--- src/rtl/i2c_slave_pkg.sv ---
// Shared types and constants for the I2C slave responder: FSM states,
// bits per byte and the R/W bit encoding of the address byte.
package i2c_slave_pkg;

  typedef enum logic [2:0] {
    ST_IDLE,
    ST_ADDR,
    ST_ADDR_ACK,
    ST_WR_BYTE,
    ST_WR_ACK,
    ST_RD_BYTE,
    ST_RD_ACK,
    ST_WAIT_STOP
  } i2c_slave_state_t;

  localparam int unsigned I2C_BITS_PER_BYTE = 8;

  // R/W bit of the address byte, matching i2c_enum_type (WRITE=0, READ=1)
  localparam logic I2C_RW_WRITE = 1'b0;
  localparam logic I2C_RW_READ  = 1'b1;

endpackage

--- src/rtl/i2c_slave_line_sync.sv ---
// Two-flop synchronizers for SCL/SDA followed by a registered edge detector
// producing single-cycle SCL edge, START and STOP pulses.
module i2c_line_sync (
  input  logic clk_i,
  input  logic rst_i,
  input  logic scl_i,
  input  logic sda_i,
  output logic scl_rise,
  output logic scl_fall,
  output logic start_det,
  output logic stop_det,
  output logic sda_bit
);

  logic scl_meta_q, scl_sync_q, scl_prev_q;
  logic sda_meta_q, sda_sync_q, sda_prev_q;
  logic scl_rise_q, scl_fall_q, start_q, stop_q;
  logic scl_rise_d, scl_fall_d, start_d, stop_d;

  always_comb begin
    scl_rise_d = scl_sync_q & ~scl_prev_q;
    scl_fall_d = ~scl_sync_q & scl_prev_q;
    start_d    = scl_sync_q & scl_prev_q & ~sda_sync_q & sda_prev_q;
    stop_d     = scl_sync_q & scl_prev_q & sda_sync_q & ~sda_prev_q;
  end

  always_ff @(posedge clk_i or negedge rst_i) begin
    if (!rst_i) begin
      scl_meta_q <= 1'b1;
      scl_sync_q <= 1'b1;
      scl_prev_q <= 1'b1;
      sda_meta_q <= 1'b1;
      sda_sync_q <= 1'b1;
      sda_prev_q <= 1'b1;
      scl_rise_q <= 1'b0;
      scl_fall_q <= 1'b0;
      start_q    <= 1'b0;
      stop_q     <= 1'b0;
    end else begin
      scl_meta_q <= scl_i;
      scl_sync_q <= scl_meta_q;
      scl_prev_q <= scl_sync_q;
      sda_meta_q <= sda_i;
      sda_sync_q <= sda_meta_q;
      sda_prev_q <= sda_sync_q;
      scl_rise_q <= scl_rise_d;
      scl_fall_q <= scl_fall_d;
      start_q    <= start_d;
      stop_q     <= stop_d;
    end
  end

  assign scl_rise  = scl_rise_q;
  assign scl_fall  = scl_fall_q;
  assign start_det = start_q;
  assign stop_det  = stop_q;
  // sda_prev_q is the SDA value seen in the same cycle the registered edge was detected
  assign sda_bit   = sda_prev_q;

endmodule

--- src/rtl/i2c_slave_responder.sv ---
// I2C slave answering one 7-bit address, backed by a byte register memory
// with an auto-incrementing pointer shared by write and read transfers.
module i2c_slave_responder
  import i2c_slave_pkg::*;
#(
  parameter int unsigned I2C_ADDR_WIDTH = 7,
  parameter int unsigned I2C_DATA_WIDTH = 8,
  parameter int unsigned MEM_DEPTH      = 16,
  parameter logic [I2C_ADDR_WIDTH-1:0] SLAVE_ADDR = 7'h22
) (
  input  logic                         clk_i,
  input  logic                         rst_i,
  input  logic                         scl_i,
  input  logic                         sda_i,
  output logic                         sda_o,
  output logic                         busy_o,
  output logic                         wr_stb_o,
  output logic [$clog2(MEM_DEPTH)-1:0] wr_addr_o,
  output logic [I2C_DATA_WIDTH-1:0]    wr_data_o
);

  localparam int unsigned PW = $clog2(MEM_DEPTH);
  localparam int unsigned DW = I2C_DATA_WIDTH;
  localparam logic [3:0] BIT_LAST = 4'(I2C_BITS_PER_BYTE - 1);
  localparam logic [3:0] BIT_ALL  = 4'(I2C_BITS_PER_BYTE);

  logic scl_rise, scl_fall, start_det, stop_det, sda_bit;

  i2c_line_sync u_line_sync (
    .clk_i    (clk_i),
    .rst_i    (rst_i),
    .scl_i    (scl_i),
    .sda_i    (sda_i),
    .scl_rise (scl_rise),
    .scl_fall (scl_fall),
    .start_det(start_det),
    .stop_det (stop_det),
    .sda_bit  (sda_bit)
  );

  i2c_slave_state_t state_q, state_d;
  logic [3:0]    bit_cnt_q, bit_cnt_d;
  logic [DW-1:0] shift_q, shift_d;
  logic [PW-1:0] ptr_q, ptr_d;
  logic          ptr_load_q, ptr_load_d;
  logic          rw_q, rw_d;
  logic          sda_o_q, sda_o_d;
  logic          busy_q, busy_d;
  logic          wr_stb_q, wr_stb_d;
  logic [PW-1:0] wr_addr_q, wr_addr_d;
  logic [DW-1:0] wr_data_q, wr_data_d;
  logic [DW-1:0] mem_q [MEM_DEPTH];

  logic [DW-1:0] byte_in;
  logic          last_bit;
  logic          addr_match;

  assign byte_in    = {shift_q[DW-2:0], sda_bit};
  assign last_bit   = (bit_cnt_q == BIT_LAST);
  assign addr_match = (byte_in[DW-1 -: I2C_ADDR_WIDTH] == SLAVE_ADDR);

  always_ff @(posedge clk_i or negedge rst_i) begin
    if (!rst_i) state_q <= ST_IDLE;
    else        state_q <= state_d;
  end

  // The ACK states use bit_cnt as a phase flag: 0 = ACK pulse pending, 1 = ACK clocked
  always_comb begin
    state_d = state_q;
    if (start_det) begin
      state_d = ST_ADDR;
    end else if (stop_det) begin
      state_d = ST_IDLE;
    end else begin
      case (state_q)
        ST_ADDR:     if (scl_rise && last_bit) state_d = addr_match ? ST_ADDR_ACK : ST_WAIT_STOP;
        ST_ADDR_ACK: if (scl_fall && bit_cnt_q != 4'd0)
                       state_d = (rw_q == I2C_RW_READ) ? ST_RD_BYTE : ST_WR_BYTE;
        ST_WR_BYTE:  if (scl_rise && last_bit) state_d = ST_WR_ACK;
        ST_WR_ACK:   if (scl_fall && bit_cnt_q != 4'd0) state_d = ST_WR_BYTE;
        ST_RD_BYTE:  if (scl_fall && bit_cnt_q == BIT_ALL) state_d = ST_RD_ACK;
        ST_RD_ACK: begin
          if (scl_rise && sda_bit) state_d = ST_WAIT_STOP;
          else if (scl_fall && bit_cnt_q != 4'd0) state_d = ST_RD_BYTE;
        end
        default:     state_d = state_q;
      endcase
    end
  end

  always_comb begin
    bit_cnt_d  = bit_cnt_q;
    shift_d    = shift_q;
    ptr_d      = ptr_q;
    ptr_load_d = ptr_load_q;
    rw_d       = rw_q;
    sda_o_d    = sda_o_q;
    busy_d     = busy_q;
    wr_stb_d   = 1'b0;
    wr_addr_d  = wr_addr_q;
    wr_data_d  = wr_data_q;
    if (start_det) begin
      bit_cnt_d = 4'd0;
      sda_o_d   = 1'b1;
    end else if (stop_det) begin
      bit_cnt_d = 4'd0;
      sda_o_d   = 1'b1;
      busy_d    = 1'b0;
    end else begin
      case (state_q)
        ST_ADDR: begin
          if (scl_rise) begin
            shift_d   = byte_in;
            bit_cnt_d = bit_cnt_q + 4'd1;
            if (last_bit) begin
              bit_cnt_d = 4'd0;
              rw_d      = byte_in[0];
              if (addr_match) begin
                busy_d     = 1'b1;
                ptr_load_d = (byte_in[0] == I2C_RW_WRITE);
              end
            end
          end
        end
        ST_ADDR_ACK, ST_WR_ACK: begin
          if (scl_rise) bit_cnt_d = 4'd1;
          if (scl_fall) begin
            if (bit_cnt_q == 4'd0) begin
              sda_o_d = 1'b0;
            end else begin
              bit_cnt_d = 4'd0;
              if (state_q == ST_ADDR_ACK && rw_q == I2C_RW_READ) begin
                shift_d = mem_q[ptr_q];
                sda_o_d = mem_q[ptr_q][DW-1];
              end else begin
                sda_o_d = 1'b1;
              end
            end
          end
        end
        ST_WR_BYTE: begin
          if (scl_rise) begin
            shift_d   = byte_in;
            bit_cnt_d = bit_cnt_q + 4'd1;
            if (last_bit) begin
              bit_cnt_d = 4'd0;
              if (ptr_load_q) begin
                ptr_d      = byte_in[PW-1:0];
                ptr_load_d = 1'b0;
              end else begin
                wr_stb_d  = 1'b1;
                wr_addr_d = ptr_q;
                wr_data_d = byte_in;
                ptr_d     = ptr_q + 1'b1;
              end
            end
          end
        end
        ST_RD_BYTE: begin
          if (scl_rise) bit_cnt_d = bit_cnt_q + 4'd1;
          if (scl_fall) begin
            if (bit_cnt_q == BIT_ALL) begin
              sda_o_d   = 1'b1;
              bit_cnt_d = 4'd0;
            end else if (bit_cnt_q != 4'd0) begin
              shift_d = {shift_q[DW-2:0], 1'b0};
              sda_o_d = shift_q[DW-2];
            end
          end
        end
        ST_RD_ACK: begin
          if (scl_rise) begin
            ptr_d = ptr_q + 1'b1;
            if (!sda_bit) bit_cnt_d = 4'd1;
          end
          if (scl_fall && bit_cnt_q != 4'd0) begin
            bit_cnt_d = 4'd0;
            shift_d   = mem_q[ptr_q];
            sda_o_d   = mem_q[ptr_q][DW-1];
          end
        end
        default: ;
      endcase
    end
  end

  always_ff @(posedge clk_i or negedge rst_i) begin
    if (!rst_i) begin
      bit_cnt_q  <= 4'd0;
      shift_q    <= '0;
      ptr_q      <= '0;
      ptr_load_q <= 1'b0;
      rw_q       <= 1'b0;
      sda_o_q    <= 1'b1;
      busy_q     <= 1'b0;
      wr_stb_q   <= 1'b0;
      wr_addr_q  <= '0;
      wr_data_q  <= '0;
    end else begin
      bit_cnt_q  <= bit_cnt_d;
      shift_q    <= shift_d;
      ptr_q      <= ptr_d;
      ptr_load_q <= ptr_load_d;
      rw_q       <= rw_d;
      sda_o_q    <= sda_o_d;
      busy_q     <= busy_d;
      wr_stb_q   <= wr_stb_d;
      wr_addr_q  <= wr_addr_d;
      wr_data_q  <= wr_data_d;
    end
  end

  always_ff @(posedge clk_i or negedge rst_i) begin
    if (!rst_i) begin
      for (int i = 0; i < int'(MEM_DEPTH); i++) mem_q[i] <= '0;
    end else if (wr_stb_d) begin
      mem_q[wr_addr_d] <= wr_data_d;
    end
  end

  assign sda_o     = sda_o_q;
  assign busy_o    = busy_q;
  assign wr_stb_o  = wr_stb_q;
  assign wr_addr_o = wr_addr_q;
  assign wr_data_o = wr_data_q;

endmodule
--- config.mk ---
export PLATFORM = sky130hd
export DESIGN_NAME = i2c_slave_responder
export DESIGN_NICKNAME = d
export VERILOG_FILES = /design/src/rtl/i2c_slave_pkg.sv /design/src/rtl/i2c_slave_line_sync.sv /design/src/rtl/i2c_slave_responder.sv
export SDC_FILE = /design/constraint.sdc
export NUM_CORES = 1
export LEC_CHECK = 0
export CORE_ASPECT_RATIO = 1.4
export CORE_UTILIZATION = 50
export CTS_CLUSTER_DIAMETER = 120
export DETAILED_ROUTE_END_ITERATION = 12
export GPL_TIMING_DRIVEN = 0
export MAX_ROUTING_LAYER = met4
export PLACE_DENSITY_LB_ADDON = 0.1
export SLEW_MARGIN = 20
export SYNTH_ARGS = -nofsm -noshare
export SYNTH_HDL_FRONTEND = slang
export SYNTH_HIERARCHICAL = 1
export SYNTH_SLANG_ARGS = --single-unit
--- constraint.sdc ---
create_clock -name clk_i -period 2.7 [get_ports clk_i]
set_input_delay 0.675 -clock clk_i [delete_from_list [all_inputs] [get_ports clk_i]]
set_output_delay 0.675 -clock clk_i [all_outputs]
set_load 0.01 [all_outputs]
==> impl_metrics.tcl, run 1 <==
set metrics [dict create \
    fin_util_pct 58.4 \
    cts-root-buf "clkbuf_16" \
    syn_nets 797 \
    cp_cell_sequence "buf_2 > buf_1 > nor2_1 > a22oi_1 > a32oi_1 > nand2_1 > mux2_2" \
    fmax_ghz 0.382 \
    synth_cell_types 59 \
    synth_ff_type "dfrtp_1" \
    rows 55 \
    fin_skew_ns 0.00666 \
    status "finished, final reports clean" \
    syn_avg_cell_area_um2 10.5 \
    slowest_delay_ns 0.61 \
    cts_tree "yes" \
    yosys-top-cells-area "dfrtp_1 (50%), nand2_1 (6.9%), o21ai_1 (6.4%)" \
    path_clk_slew_ns 0.07 \
    synth_area_leader_cell "dfrtp_1" \
    p_per_area_nw_per_um2 733 \
    relSlewSlack_pct 36.5 \
    cts_buffer_depth 2 \
    critPathCaptureType "register" \
    path_max_fanout 10 \
    synthTopCellsByCount "dfrtp_1 (166), nand2_1 (151), o21ai_1 (106), mux2i_1 (44), o21ai_0 (37)" \
    insertion_delay_ns 0.43 \
    syn-cell-area_um2 8250 \
    cts.sinks 173 \
    worstMarginPinSlew_ns 0.948 \
    start_util_pct 51.0 \
    nets 835 \
    drive_above_1_share_pct 17.3 \
    drt-pass1-iter-count 5 \
    area_growth_syn_to_layout_pct 14.5 \
    cts_setup_buffers 0 \
    die_h_um 154 \
    p_leak_uw 0.00396 \
    start_kind "register" \
    finalCritPeriodShare_pct 97.0 \
    synth-edff-count 0 \
    final_antenna_net_count 0 \
    p_total_uw 6920 \
    route.detailed.drc 0 \
    first_iter_violations 431 \
    antenna_cells 0 \
    die_w_um 111 \
    yosysMostFrequentCell "dfrtp_1" \
    port_buffers 18 \
    grt_max_degree 94 \
    viasPerCell 6.03 \
    ys_seq_elements 173 \
    core_um2 16200 \
    maxCapViolCount 0 \
    track_usage_pct 28.7 \
    antenna_found_initial 0 \
    grt_pass1_wl_um 36000 \
    irDropWorstVdd_uv 439 \
    multi_input_area_um2 3680 \
    slowest_stage "nor2_1" \
    place.gp.congestion 0.903 \
    rsz0062_at_grt "yes" \
    cp_top_family "simple AND/OR/NAND/NOR gates" \
    arrival_ns 2.93 \
    ys_warn_count 6 \
    grt_pass1_vias 6473 \
    hp-class "input pin to async pin" \
    netlist_instances 789 \
    crit_type "register to register" \
    reg2reg_from "ptr_q[1]" \
    ff_latch_area_um2 4340 \
    nFillCells 1395 \
    slew_viol_final 0 \
    drt-total-wl_um 22500 \
    grt-ovfl-total 0 \
    setup_violations 0 \
    vias 6264 \
    wl_per_cell_um 21.7 \
    hpwl_um 16200 \
    required_ns 3.02 \
    htreeDepth 4 \
    cts_inserted_buffers 17 \
    pin_count 19 \
    startpoint "ptr_q[1]" \
    fin_crit_ns 2.62 \
    async_flop_share_pct 100 \
    crit_buf_inv 2 \
    hold_viol_final 0 \
    ys_seq_area_share_pct 52.6 \
    dieArea_um2 17000 \
    synth_top_area_share_pct 50.4 \
]
==> final timing paths <==
path / end / slack [ns] / cells after the start
max in group asynchronous: u_line_sync/sda_bit / 1.56 / 2
hold reg to reg: u_line_sync/sda_sync_q / 0.36 / 0
setup / recovery: shift_q[6] / 0.08 / 7
min in group clk_i: u_line_sync/sda_sync_q / 0.36 / 0
setup reg to reg: shift_q[6] / 0.08 / 7
hold / removal: mem_q[116] / 0.24 / 1
==> registers in the layout, summed over array words and instances (netlist names), 3 cells and up <==
name       flops
wr_data_o      8
shift_q        7
state_q        3
wr_addr_o      4
ptr_q          4
bit_cnt_q      4
mem_q        128
==> cells by family (layout without fill, tap and decap cells) <==
family | Yosys count | count (layout) | share of synthesized area, %
simple gates | 243 | 243 | 15.1
compound gates | 221 | 221 | 15.6
flops | 173 | 173 | 52.6
mux | 77 | 77 | 11.9
buf+inv | 71 | 122 | 4.20
fa+ha+maj | 4 | 4 | 0.607
==> stage by stage <==
| step | area (um^2) | instances | hold slack [ns] | worst slack, ns | TNS (ns) |
|---|---|---|---|---|---|
| finish | 9440 | 1039 | 0.235 | 0.0818 | 0 |
| global route | 9440 | 1039 | 0.280 | -0.0454 | -0.224 |
| CTS | 9320 | 1039 | 0.257 | 0.00659 | 0 |
| detailed placement | 8710 | 1007 | 0.351 | -0.0636 | -1.31 |
| global placement | 8680 | 1006 | 0.347 | -5.81 | -987.06 |
| floorplan | 8250 | 789 | 0.345 | 0.581 | 0 |
==> placed cells by master, fill, tap and decap left out, types with 4 or more instances in the layout <==
cell and n:
dfstp_2 7, inv_6 5, clkbuf_4 7, dfrtp_1 166, nor2b_1 12, a21oi_1 18
mux4_2 15, mux2_2 18, mux2i_1 36, clkdlybuf4s50_1 17, buf_1 4, o31ai_1 5
buf_2 29, nor2_1 21, o211ai_1 4, clkbuf_1 7, nand3_4 10, nand2_1 151
inv_1 14, clkbuf_2 5, o21ai_1 106, nand3_1 10, a32oi_1 6, a22oi_1 17
clkbuf_16 17, o21ai_0 37, mux2i_4 8, ha_1 4, nand2b_1 4
==> layer usage <==
metal | vias up | track usage, % | wire, um
li1 | 2901 | - | -
met1 | 3144 | 34.3 | 9210
met2 | 170 | 47.1 | 11600
met3 | 49 | 4.89 | 932
met4 | 0 | 13.8 | 765
met5 | - | - | 0
==> repair_timing <==
| action | in CTS | in global routing |
|---|---|---|
| setup endpoints to repair | 58 | 93 |
| hold buffers | 0 | 0 |
| gates resized for setup | 7 | 30 |
==> final cells by class <==
class | instances | share of cell area [%]
sequential | 173 | 46.0
clock inverter | 14 | 1.58
buffer | 56 | 3.37
clock buffer | 18 | 4.65
multi-input combinational | 545 | 39.0
timing repair buffer | 19 | 2.25
inverter | 15 | 0.596
tap | 199 | 2.64
==> report_power, final <==
group	internal [uW]	switching, uW
Clock	1330	1100
Combinational	607	1070
Sequential	2690	118
Note: power is estimated with default switching activity, not from simulation.
==> inputs of run 2 (changes only) <==
--- a/config.mk
+++ b/config.mk
@@ -5,6 +5,7 @@
 export SDC_FILE = /design/constraint.sdc
 export NUM_CORES = 1
 export LEC_CHECK = 0
+export ABC_AREA = 1
 export CORE_ASPECT_RATIO = 1.4
 export CORE_UTILIZATION = 50
 export CTS_CLUSTER_DIAMETER = 120
@@ -12,6 +13,7 @@
 export GPL_TIMING_DRIVEN = 0
 export MAX_ROUTING_LAYER = met4
 export PLACE_DENSITY_LB_ADDON = 0.1
+export SKIP_CTS_REPAIR_TIMING = 1
 export SLEW_MARGIN = 20
 export SYNTH_ARGS = -nofsm -noshare
 export SYNTH_HDL_FRONTEND = slang
==> impl_metrics.tcl, run 2 <==
set metrics [dict create \
    yosysMostFrequentCell "nand2_1" \
    ys_warn_count 6 \
    violations "DRC" \
    synth-edff-count 0 \
    relSlewSlack_pct 47.4 \
    synthTopCellsByCount "nand2_1 (270), dfrtp_1 (166), o21ai_0 (158), nor2_1 (102), inv_1 (73)" \
    area_growth_syn_to_layout_pct 12.3 \
    yosys-top-cells-area "dfrtp_1 (50%), nand2_1 (12%), o21ai_0 (9.4%)" \
    setup_violations 0 \
    place.gp.congestion 0.958 \
    die_h_um 155 \
    ys_seq_elements 173 \
    synth_top_area_share_pct 49.6 \
    syn_avg_cell_area_um2 7.96 \
    cts_buffer_depth 2 \
    dieArea_um2 17300 \
    grt_max_degree 89 \
    vias 7354 \
    required_ns 3.07 \
    worstMarginPinSlew_ns 0.790 \
    fin_hold_ws_ns 0.221 \
    first_iter_violations 544 \
    start_kind "register" \
    viasPerCell 5.65 \
    p_leak_uw 0.00425 \
    crit_type "register to register" \
    syn_nets 1059 \
    wl_per_cell_um 19.4 \
    port_buffers 18 \
    fin_area_um2 9400 \
    nets 1098 \
    antenna_found_initial 0 \
    intPower_uw 4770 \
    path_max_fanout 10 \
    placed_area_um2 8830 \
    cts_inserted_buffers 17 \
    fin_crit_ns 2.63 \
    hpwl_um 18500 \
    ff_latch_area_um2 4340 \
    path_clk_slew_ns 0.06 \
    synth_cell_types 35 \
    largest_reg_flops 128 \
    fin_skew_ns 0.00827 \
    start_util_pct 51.5 \
    drt-total-wl_um 25200 \
    insertion_delay_ns 0.43 \
    cts_tree "yes" \
    fin_util_pct 57.9 \
    switchingPower_uw 3240 \
    regMostFlops "mem_q" \
    synth_area_leader_cell "dfrtp_1" \
    grt_pass1_vias 7221 \
    mostFrequentLayoutCells "nand2_1 (270), dfrtp_1 (166), o21ai_0 (158), nor2_1 (101), inv_1 (73)" \
    drt-pass1-iter-count 9 \
    status "finished with violations" \
    async_flop_share_pct 100 \
    core_um2 16200 \
    clock_power_share_pct 27.6 \
    multi_input_area_um2 3510 \
    pin_count 19 \
    hold_viol_final 0 \
    cts-root-buf "clkbuf_16" \
    finalCritPeriodShare_pct 97.5 \
    seqPwrFrac_pct 35.9 \
    grt-ovfl-total 0 \
    rsz0062_at_grt "yes" \
    cts.sinks 173 \
    nFillCells 1599 \
    swShare_pct 40.4 \
    p_total_uw 8010 \
    netlist_instances 1051 \
    track_usage_pct 31.5 \
    ys_seq_area_share_pct 51.8 \
    critPathCaptureType "register" \
    layout_commonest_cell "nand2_1" \
    p_comb_share_pct 36.6 \
    rows 55 \
    grt_pass1_wl_um 39500 \
    irDropWorstVdd_uv 426 \
    die_w_um 111 \
    htreeDepth 4 \
    fmax_ghz 0.380 \
    final_antenna_net_count 0 \
    route.detailed.drc 6 \
    hp-class "input pin to async pin" \
    drive_above_1_share_pct 7.89 \
    syn-cell-area_um2 8370 \
    arrival_ns 3.00 \
    synth_ff_type "dfrtp_1" \
    antenna_cells 0 \
    slew_viol_final 0 \
    maxCapViolCount 0 \
    p_per_area_nw_per_um2 852 \
]
## run 2: changes by cell type in the layout (fill, tap and decap cells not counted), sizes merged, moves of 35 or more
cell	change
nand2	+122
nor2	+86
o21ai	+61
inv	+55
mux2i	-44
nand3	+35
## run 2: metrics by stage
stage	setup TNS, ns	setup slack, ns	std cells
after global placement	-1064.78	-6.19	1268
after floorplan	0	0.598	1051
final	0	0.0679	1302
after detailed placement	-12.67	-0.303	1269
after CTS	-14.42	-0.327	1301
after global routing	-0.0261	-0.0165	1302
## run 2: worst max-delay path, cell delays in order (launching register included)
cell and delay [ns]:
dfrtp_1 0.43, clkinv_1 0.17, clkbuf_1 0.46, clkbuf_1 0.60, nor2_1 0.11, o211ai_1 0.27, nand3_1 0.22, nand3_1 0.17
nand2_1 0.07, nand2_1 0.06
## run 2: final cells by class
| type | instances | share of cell area (%) |
|---|---|---|
| sequential | 173 | 46.1 |
| multi-input combinational | 739 | 37.3 |
| clock buffer | 22 | 4.72 |
| inverter | 79 | 3.15 |
| buffer | 60 | 2.91 |
| tap | 199 | 2.65 |
| timing repair buffer | 20 | 2.34 |
| clock inverter | 10 | 0.745 |
## run 2: routing by layer
metal	part of all wire, %	GRT usage (%)	up-vias	routed length [um]
li1	-	-	3556	-
met2	50	53.7	229	12700
met4	4.4	16.6	0	1110
met5	0	-	-	0
met3	4.2	4.01	64	1050
met1	41	36.4	3505	10400
## run 2: path summary, 6_finish.rpt
kind                       depth (start not counted)                   start  slack [ns]                endpoint
setup / recovery                                   9                ptr_q[0]        0.07              shift_q[5]
hold / removal                                     1                   rst_i        0.22            bit_cnt_q[2]
setup reg to reg                                   9                ptr_q[0]        0.07              shift_q[5]
hold reg to reg                                    0  u_line_sync/scl_meta_q        0.36  u_line_sync/scl_sync_q
max in group asynchronous                          2                   rst_i        1.60  u_line_sync/sda_meta_q
min in group clk_i                                 0  u_line_sync/scl_meta_q        0.36  u_line_sync/scl_sync_q
## run 2: power groups by stage
stage	clock network, uW	logic, uW	registers (uW)
final	2210	2930	2870
after global routing	2320	3220	2890
after CTS	2230	2860	2870
after detailed placement	0	2850	2920
after global placement	0	2840	2920
after floorplan	0	1910	2890
## run 2: cells by family (layout without fill, tap and decap cells)
kind of cell               count (synthesis)  in the layout  share of synthesized area (%)
AOI/OAI and AO/OA                        261            261                           17.0
DFF                                      173            173                           51.8
buffers and inverters                    139            191                           6.73
adders and majority gates                  4              4                          0.598
and+or+nand+nor                          470            470                           23.5
xor gates and xnor gates                   4              4                          0.419
==> inputs of run 3 (changes only) <==
==> constraint.sdc (replaced) <==
create_clock -name clk_i -period 2.25 [get_ports clk_i]
set_input_delay 0.5625 -clock clk_i [delete_from_list [all_inputs] [get_ports clk_i]]
set_output_delay 0.5625 -clock clk_i [all_outputs]
set_load 0.01 [all_outputs]
==> impl_metrics.tcl, run 3 (synthesized netlist as in run 2, its figures left out) <==
set metrics [dict create \
    wl_per_cell_um 19.7 \
    placed_area_um2 8830 \
    grt_pass1_vias 7221 \
    nFillCells 1475 \
    layout_commonest_cell "nand2_1" \
    start_util_pct 51.5 \
    route.detailed.drc 7 \
    seqPwrFrac_pct 35.3 \
    arrival_ns 2.62 \
    rsz0062_at_grt "yes" \
    switchingPower_uw 4010 \
    critPathCaptureType "register" \
    hpwl_um 18500 \
    required_ns 2.62 \
    relSlewSlack_pct 50.0 \
    hp-class "input pin to async pin" \
    path_clk_slew_ns 0.06 \
    regMostFlops "mem_q" \
    p_leak_uw 0.00462 \
    cts_buffer_depth 2 \
    fin_hold_ws_ns 0.106 \
    p_comb_share_pct 38.0 \
    p_per_area_nw_per_um2 969 \
    mostFrequentLayoutCells "nand2_1 (257), dfrtp_1 (161), o21ai_0 (149), nor2_1 (96), inv_1 (70)" \
    fin_area_um2 10200 \
    core_um2 16200 \
    irDropWorstVdd_uv 508 \
    fin_skew_ns 0.00893 \
    grt-ovfl-total 0 \
    cts_tree "yes" \
    setup_ws_ns -0.00148 \
    hold_viol_final 0 \
    violations "DRC, setup timing" \
    setup_violations 1 \
    antenna_found_initial 0 \
    pin_count 19 \
    cts.sinks 173 \
    antenna_cells 0 \
    worstMarginPinSlew_ns 0.750 \
    fmax_ghz 0.444 \
    clock_power_share_pct 26.7 \
    grt_pass1_wl_um 39500 \
    path_max_fanout 10 \
    cts_inserted_buffers 17 \
    die_h_um 155 \
    r2r_slack_ns -0.001 \
    rows 55 \
    maxCapViolCount 0 \
    status "finished with violations" \
    drt-total-wl_um 26500 \
    port_buffers 18 \
    place.gp.congestion 0.958 \
    final_antenna_net_count 0 \
    multi_input_area_um2 3780 \
    crit_type "register to register" \
    fin_crit_ns 2.25 \
    dieArea_um2 17300 \
    viasPerCell 5.75 \
    die_w_um 111 \
    largest_reg_flops 128 \
    cts-root-buf "clkbuf_16" \
    first_iter_violations 638 \
    start_kind "register" \
    drive_above_1_share_pct 16.6 \
    track_usage_pct 31.5 \
    drt-pass1-iter-count 10 \
    grt_max_degree 89 \
    slew_viol_final 0 \
    intPower_uw 5870 \
    finalCritPeriodShare_pct 100 \
    area_growth_syn_to_layout_pct 21.8 \
    insertion_delay_ns 0.43 \
    htreeDepth 4 \
    vias 7734 \
    swShare_pct 40.6 \
    nets 1140 \
    ff_latch_area_um2 4340 \
]
[run 3: changes by cell type in the layout (fill, tap and decap cells not counted), moves of 6 or more]
cell	change
o21ai_2	-9
buf_6	+11
nand3_4	+6
clkbuf_1	-22
o21ai_4	+9
o21ai_0	-9
nand2_2	+8
clkbuf_2	+11
buf_4	+31
nand2_1	-13
o21ai_1	+9
buf_12	+6
[run 3: layout make-up]
type	instances	area share, %
Buffer	59	3.60
Clock buffer	22	4.36
Clock inverter	10	0.687
Inverter	79	3.01
Multi-Input combinational cell	739	37.1
Sequential cell	173	42.6
Tap cell	199	2.44
Timing Repair Buffer	63	6.23
[run 3: worst paths after layout]
kind	startpoint	end	cells past startpoint
worst min-delay path	rst_i	bit_cnt_q[0]	1
worst max-delay path	ptr_q[0]	shift_q[5]	9
min in group clk_i	u_line_sync/scl_meta_q	u_line_sync/scl_sync_q	0
worst min register to register	u_line_sync/scl_meta_q	u_line_sync/scl_sync_q	0
worst max register to register	ptr_q[0]	shift_q[5]	9
max in group asynchronous	rst_i	state_q[2]	2
[run 3: critical path, stage by stage, from the launching register on]
cell and delay, ns:
dfrtp_1 0.45, clkinvlp_4 0.19, clkbuf_2 0.28, clkbuf_2 0.37, nor2_1 0.09, o211ai_1 0.25
nand3_1 0.23, nand3_1 0.18, nand2_1 0.08, nand2_1 0.06
[run 3: routing by layer]
layer | vias up | wire length (um) | global-route usage (%)
li1 | 3628 | - | -
met1 | 3743 | 10600 | 36.4
met2 | 272 | 13200 | 53.7
met3 | 91 | 1230 | 4.01
met4 | 0 | 1490 | 16.6
met5 | - | 0 | -
[run 3: stage by stage]
| stage | setup TNS, ns | utilization (%) | setup slack (ns) | total power (uW) | cells |
|---|---|---|---|---|---|
| 3_3_place_gp | -1171.25 | 54.2 | -6.53 | 6910 | 1268 |
| 5_1_grt | -1.85 | 62.8 | -0.0856 | 10400 | 1344 |
| 2_1_floorplan | 0 | - | 0.148 | 5770 | 1051 |
| 4_1_cts | -65.11 | 57.6 | -0.777 | 9560 | 1301 |
| 6_report | -0.00148 | 62.8 | -0.00148 | 9880 | 1344 |
| 3_5_place_dp | -61.94 | 54.4 | -0.753 | 6920 | 1269 |
[run 3: power by group through the flow]
stage | Sequential, uW | Clock (uW) | Combinational, uW
6_report | 3490 | 2640 | 3750
5_1_grt | 3510 | 2780 | 4110
4_1_cts | 3450 | 2680 | 3430
3_5_place_dp | 3500 | 0 | 3420
3_3_place_gp | 3500 | 0 | 3410
2_1_floorplan | 3470 | 0 | 2300
